[src/rtl/cnt_seq_ctrl.sv]
// cnt_seq_ctrl: command-side controller for the up/down counter.
// Moves the counter to a target, lets it settle, then verifies the landed value.
module cnt_seq_ctrl #(
    parameter int CNTR_WDTH  = 4,
    parameter int SETTLE_CYC = 2
) (
    input  logic                 clk,
    input  logic                 rst,
    input  logic                 start,
    input  logic [CNTR_WDTH-1:0] target,
    input  logic [CNTR_WDTH-1:0] count,
    input  logic                 ovrflw,
    output logic                 act,
    output logic                 up_dwn,
    output logic                 busy,
    output logic                 done,
    output logic                 err
);

    localparam int SW = $clog2(SETTLE_CYC + 1);
    localparam logic [CNTR_WDTH:0] REM_ONE = {{CNTR_WDTH{1'b0}}, 1'b1};
    localparam logic [SW-1:0]      SET_LD  = SW'(SETTLE_CYC - 1);

    typedef enum logic [4:0] {
        S_IDLE   = 5'b00001,
        S_RUN    = 5'b00010,
        S_SETTLE = 5'b00100,
        S_DONE   = 5'b01000,
        S_FAULT  = 5'b10000
    } state_t;

    state_t                 r_state;
    logic                   r_act;
    logic                   r_up;
    logic                   r_busy;
    logic                   r_done;
    logic                   r_err;
    logic [CNTR_WDTH-1:0]   r_tgt;
    logic [CNTR_WDTH:0]     r_rem;
    logic [SW-1:0]          r_set;

    state_t                 w_state;
    logic                   w_act;
    logic                   w_up;
    logic [CNTR_WDTH-1:0]   w_tgt;
    logic [CNTR_WDTH:0]     w_rem;
    logic [SW-1:0]          w_set;
    logic [CNTR_WDTH:0]     w_dist;

    // Unsigned distance between requested target and current count.
    always_comb begin
        if (target > count) begin
            w_dist = {1'b0, target} - {1'b0, count};
        end else begin
            w_dist = {1'b0, count} - {1'b0, target};
        end
    end

    // Next-state and next-output logic; overflow beats every other transition.
    always_comb begin
        w_state = r_state;
        w_act   = r_act;
        w_up    = r_up;
        w_tgt   = r_tgt;
        w_rem   = r_rem;
        w_set   = r_set;
        if (ovrflw) begin
            w_state = S_FAULT;
            w_act   = 1'b0;
        end else begin
            unique case (r_state)
                S_IDLE, S_DONE: begin
                    w_state = S_IDLE;
                    if (start) begin
                        w_tgt = target;
                        if (w_dist == '0) begin
                            w_state = S_DONE;
                        end else begin
                            w_rem   = w_dist;
                            w_up    = (target > count);
                            w_act   = 1'b1;
                            w_state = S_RUN;
                        end
                    end
                end
                S_RUN: begin
                    w_rem = r_rem - REM_ONE;
                    if (r_rem == REM_ONE) begin
                        w_act   = 1'b0;
                        w_set   = SET_LD;
                        w_state = S_SETTLE;
                    end
                end
                S_SETTLE: begin
                    if (r_set == '0) begin
                        w_state = (count == r_tgt) ? S_DONE : S_FAULT;
                    end else begin
                        w_set = r_set - 1'b1;
                    end
                end
                S_FAULT: begin
                    w_act = 1'b0;
                end
                default: begin
                    w_state = S_FAULT;
                    w_act   = 1'b0;
                end
            endcase
        end
    end

    // State and registered outputs; err is sticky until reset.
    always_ff @(posedge clk or negedge rst) begin
        if (!rst) begin
            r_state <= S_IDLE;
            r_act   <= 1'b0;
            r_up    <= 1'b0;
            r_busy  <= 1'b0;
            r_done  <= 1'b0;
            r_err   <= 1'b0;
            r_tgt   <= '0;
            r_rem   <= '0;
            r_set   <= '0;
        end else begin
            r_state <= w_state;
            r_act   <= w_act;
            r_up    <= w_up;
            r_tgt   <= w_tgt;
            r_rem   <= w_rem;
            r_set   <= w_set;
            r_busy  <= (w_state == S_RUN) || (w_state == S_SETTLE);
            r_done  <= (w_state == S_DONE);
            r_err   <= r_err | (w_state == S_FAULT);
        end
    end

    assign act    = r_act;
    assign up_dwn = r_up;
    assign busy   = r_busy;
    assign done   = r_done;
    assign err    = r_err;

endmodule

[config.mk]
export PLATFORM = sky130hd
export DESIGN_NAME = cnt_seq_ctrl
export DESIGN_NICKNAME = d
export VERILOG_FILES = /design/src/rtl/cnt_seq_ctrl.sv
export SDC_FILE = /design/constraint.sdc
export NUM_CORES = 1
export LEC_CHECK = 0
export CORE_MARGIN = 2
export CORE_UTILIZATION = 40
export DETAILED_ROUTE_END_ITERATION = 7
export SLEW_MARGIN = 25
export SYNTH_ARGS = -nofsm -noshare
export SYNTH_HDL_FRONTEND = slang
export SYNTH_SLANG_ARGS = --single-unit
[constraint.sdc]
create_clock -name clk -period 2.8 [get_ports clk]
set_input_delay 0.28 -clock clk [delete_from_list [all_inputs] [get_ports clk]]
set_output_delay 0.28 -clock clk [all_outputs]
set_load 0.02 [all_outputs]
==> metrics.txt <==
PortBufs 16; outcome complete, no violations; FP Rows 23; Die Y-Extent between 60 and 70 um; root buffer cell clkbuf_8; CTS buffer count 3; hold slack between 300 and 400 ps; vias in the first global route 1411; Yosys top cell by area dfrtp_1; sequential cell area fraction in the yosys report about a third; largest net degree at the start of global routing 22; Residual DRC 0; Max Clock Freq roughly 380 MHz; post-synthesis xor/xnor area fraction approximately 2.6%; share of the synthesized area in the top cell type between 30 and 40%; Ports 17; Slew HR between 60% and 70%; Synth Area in Compound Gates a little over a fifth; Setup CP Type input pin to register; CTS Hold Bufs 0; Post-synth EDFFs 0; most frequent cells after synthesis 20 x dfrtp_1, 17 x inv_1, 13 x nor2_1, 11 x ha_1; Worst Path Required between 2000 and 3000 ps; CTS tree yes; Final period util between 90 and 100%; FF-to-FF setup slack 750 ps; Reg clk slew, reported paths around 80 ps; multi-input logic area between 1000 and 1500 um^2; worst slack, placed -114 ps; CP Launch Type input pin; drt total wl 3840 um; fraction of layout cells with a size suffix above 1 23.7%; GPL Wtd Cong ~0.84; post-synthesis mux area share under 10%; Cells after Synth between 150 and 200; Synth warnings 0; FFs w/ async S/R, synth between 90% and 100%; adder-cell share of the synthesized area about a tenth; vias roughly 1.4k; CP startpoint target[2]; CP Max Fanout 8; total global-route track usage 18.7%; Placed Instances 260; Fillers 387; synth top area cells dfrtp_1 30%, ha_1 8.3%, inv_1 3.8%; Clock Skew 6.64 ps; drt pass-1 iters 4; TritonCTS Sinks 21; H-Tree Depth 1; Wirelength per Cell approximately 14 um; Synth Area in Simple Gates between 20 and 25%; n_diodes 0; Seq cells post-synth 21; Area after DPL between 2000 and 2500 um^2; reg2reg path depth 5; Critical Path AT between 2000 and 3000 ps; core area between 4000 and 5000 um^2; Setup WS post-layout around 160 ps; DR iter-0 viols 57; non-filler cells, final 265; mean post-synth cell area approximately 9.4 um^2; fin nets roughly 240; remaining global-route overflow 0; worst vdd ir approximately 270 uV; Final Max Tran Viols 0; Synth Flop Type dfrtp_1; area grow syn2layout 24.7%; setup TNS 0 ps; Final ANT Viol Nets 0; first-pass GRT wire length roughly 6600 um; Min-Delay Path Class input pin to async pin; reg2reg start r_state[4]; DR vias/cell 5.37; Detailed Place HPWL 3100 um; Tmin final 2640 ps; Final Hold Viols 0; final setup vio count 0; Cell Pwr Density roughly 360 nW/um^2; largest family of logic cells by synthesized area simple AND/OR/NAND/NOR gates; CP endpoint kind register; die width around 68 um; Post-Synthesis Cell Area between 1500 and 2000 um^2; FF/Latch Area around 530 um^2; initial core utilization roughly two fifths; clk buf depth 2; Synth cell types 57; antenna violations before repair 0; most common cell in the synthesized netlist dfrtp_1; Final Cell Area a little over 2000 um^2; # Max-Cap Violations 0; Slew @ Worst Pin approximately 550 ps; synthesized net count ~200; Clk Latency, worst-skew pair between 200 and 300 ps; RSZ-0062 raised after global routing no; Leak 0.921 nW; Die Footprint approximately 4700 um^2
-- sequential cells by signal, summed over array words and instances, names as in the netlist --
name and count:
act 1, done 1, r_rem 5, up_dwn 1
r_state 5, err 1, r_set 2, r_tgt 4
busy 1
-- logic make-up after synthesis --
kind of cell             after synthesis
multiplexers                           6
buffers and inverters                 22
AND/OR/NAND/NOR                       63
AO/OA/AOI/OAI                         46
adder cells (fa/ha/maj)               13
flip-flops                            21
XOR/XNOR                               5
-- timing repair --
item / 4_1_cts / 5_1_grt
setup endpoints to repair: 0 / 1
gates resized for setup: 0 / 2
hold endpoints to repair: 0 / 0
setup buffers: 0 / 1
-- critical path, cell delays in order --
cell and delay [ps]:
clkdlybuf4s50_1 480, inv_1 50, ha_1 350, buf_4 200, nand4_4 140, o311ai_4 130
o21a_2 240, a211oi_4 240, buf_4 160, a41oi_4 150, buf_4 180, a22o_1 200
-- cell type report --
cell class	instances	area share (%)
multi-input combinational	133	49.8
sequential	21	25.4
timing repair buffer	40	16.4
inverter	17	3.08
tap	50	3.02
clock buffer	3	1.99
clock inverter	1	0.241
-- cells in the final DEF, fill, tap and decap left out, types with 3 or more instances in the layout --
master / Yosys / routed
a211oi_1: 3 / 3
xor2_1: 4 / 4
nand3_1: 9 / 9
nand2_1: 8 / 8
inv_1: 17 / 17
nand3b_1: 3 / 3
mux2_2: 4 / 4
ha_1: 11 / 11
a31oi_1: 3 / 3
nor3b_1: 4 / 4
a21oi_1: 9 / 8
o21ai_0: 3 / 3
o22ai_1: 3 / 3
clkdlybuf4s50_1: 0 / 16
buf_4: 1 / 24
dfrtp_1: 20 / 20
o21ai_1: 5 / 5
nand2b_1: 4 / 4
clkbuf_8: 2 / 3
nor2_1: 13 / 13
-- per-layer routing --
metal	GRT usage [%]	wire, um	vias to the layer above
met5	0	0	-
met4	2.25	11	0
met3	4.28	104	2
met2	31.1	1850	19
met1	25.3	1870	688
li1	-	-	713
-- worst paths after layout --
| check | end |
|---|---|
| max reg2reg | err |
| max in group asynchronous | r_state[0] |
| min | r_rem[4] |
| min reg2reg | err |
| min in group clk | err |
| max | r_rem[3] |
-- through the flow --
stage	util, %	total power (W)
after global routing	51.8	0.000779
after CTS	51.3	0.000739
after detailed placement	50.2	0.000538
after floorplan	-	0.000451
after global placement	50.2	0.000535
final	51.8	0.000738
-- report_power, final --
part / total (W) / internal (W) / leakage (nW) / switching, W
combinational: 0.000227 / 0.000108 / 0.631 / 0.000118
sequential: 0.000311 / 0.000308 / 0.264 / 0.00000311
clock: 0.000200 / 0.0000992 / 0.0255 / 0.000101
total: 0.000738 / 0.000515 / 0.921 / 0.000222
Note: power is estimated with default switching activity, not from simulation.
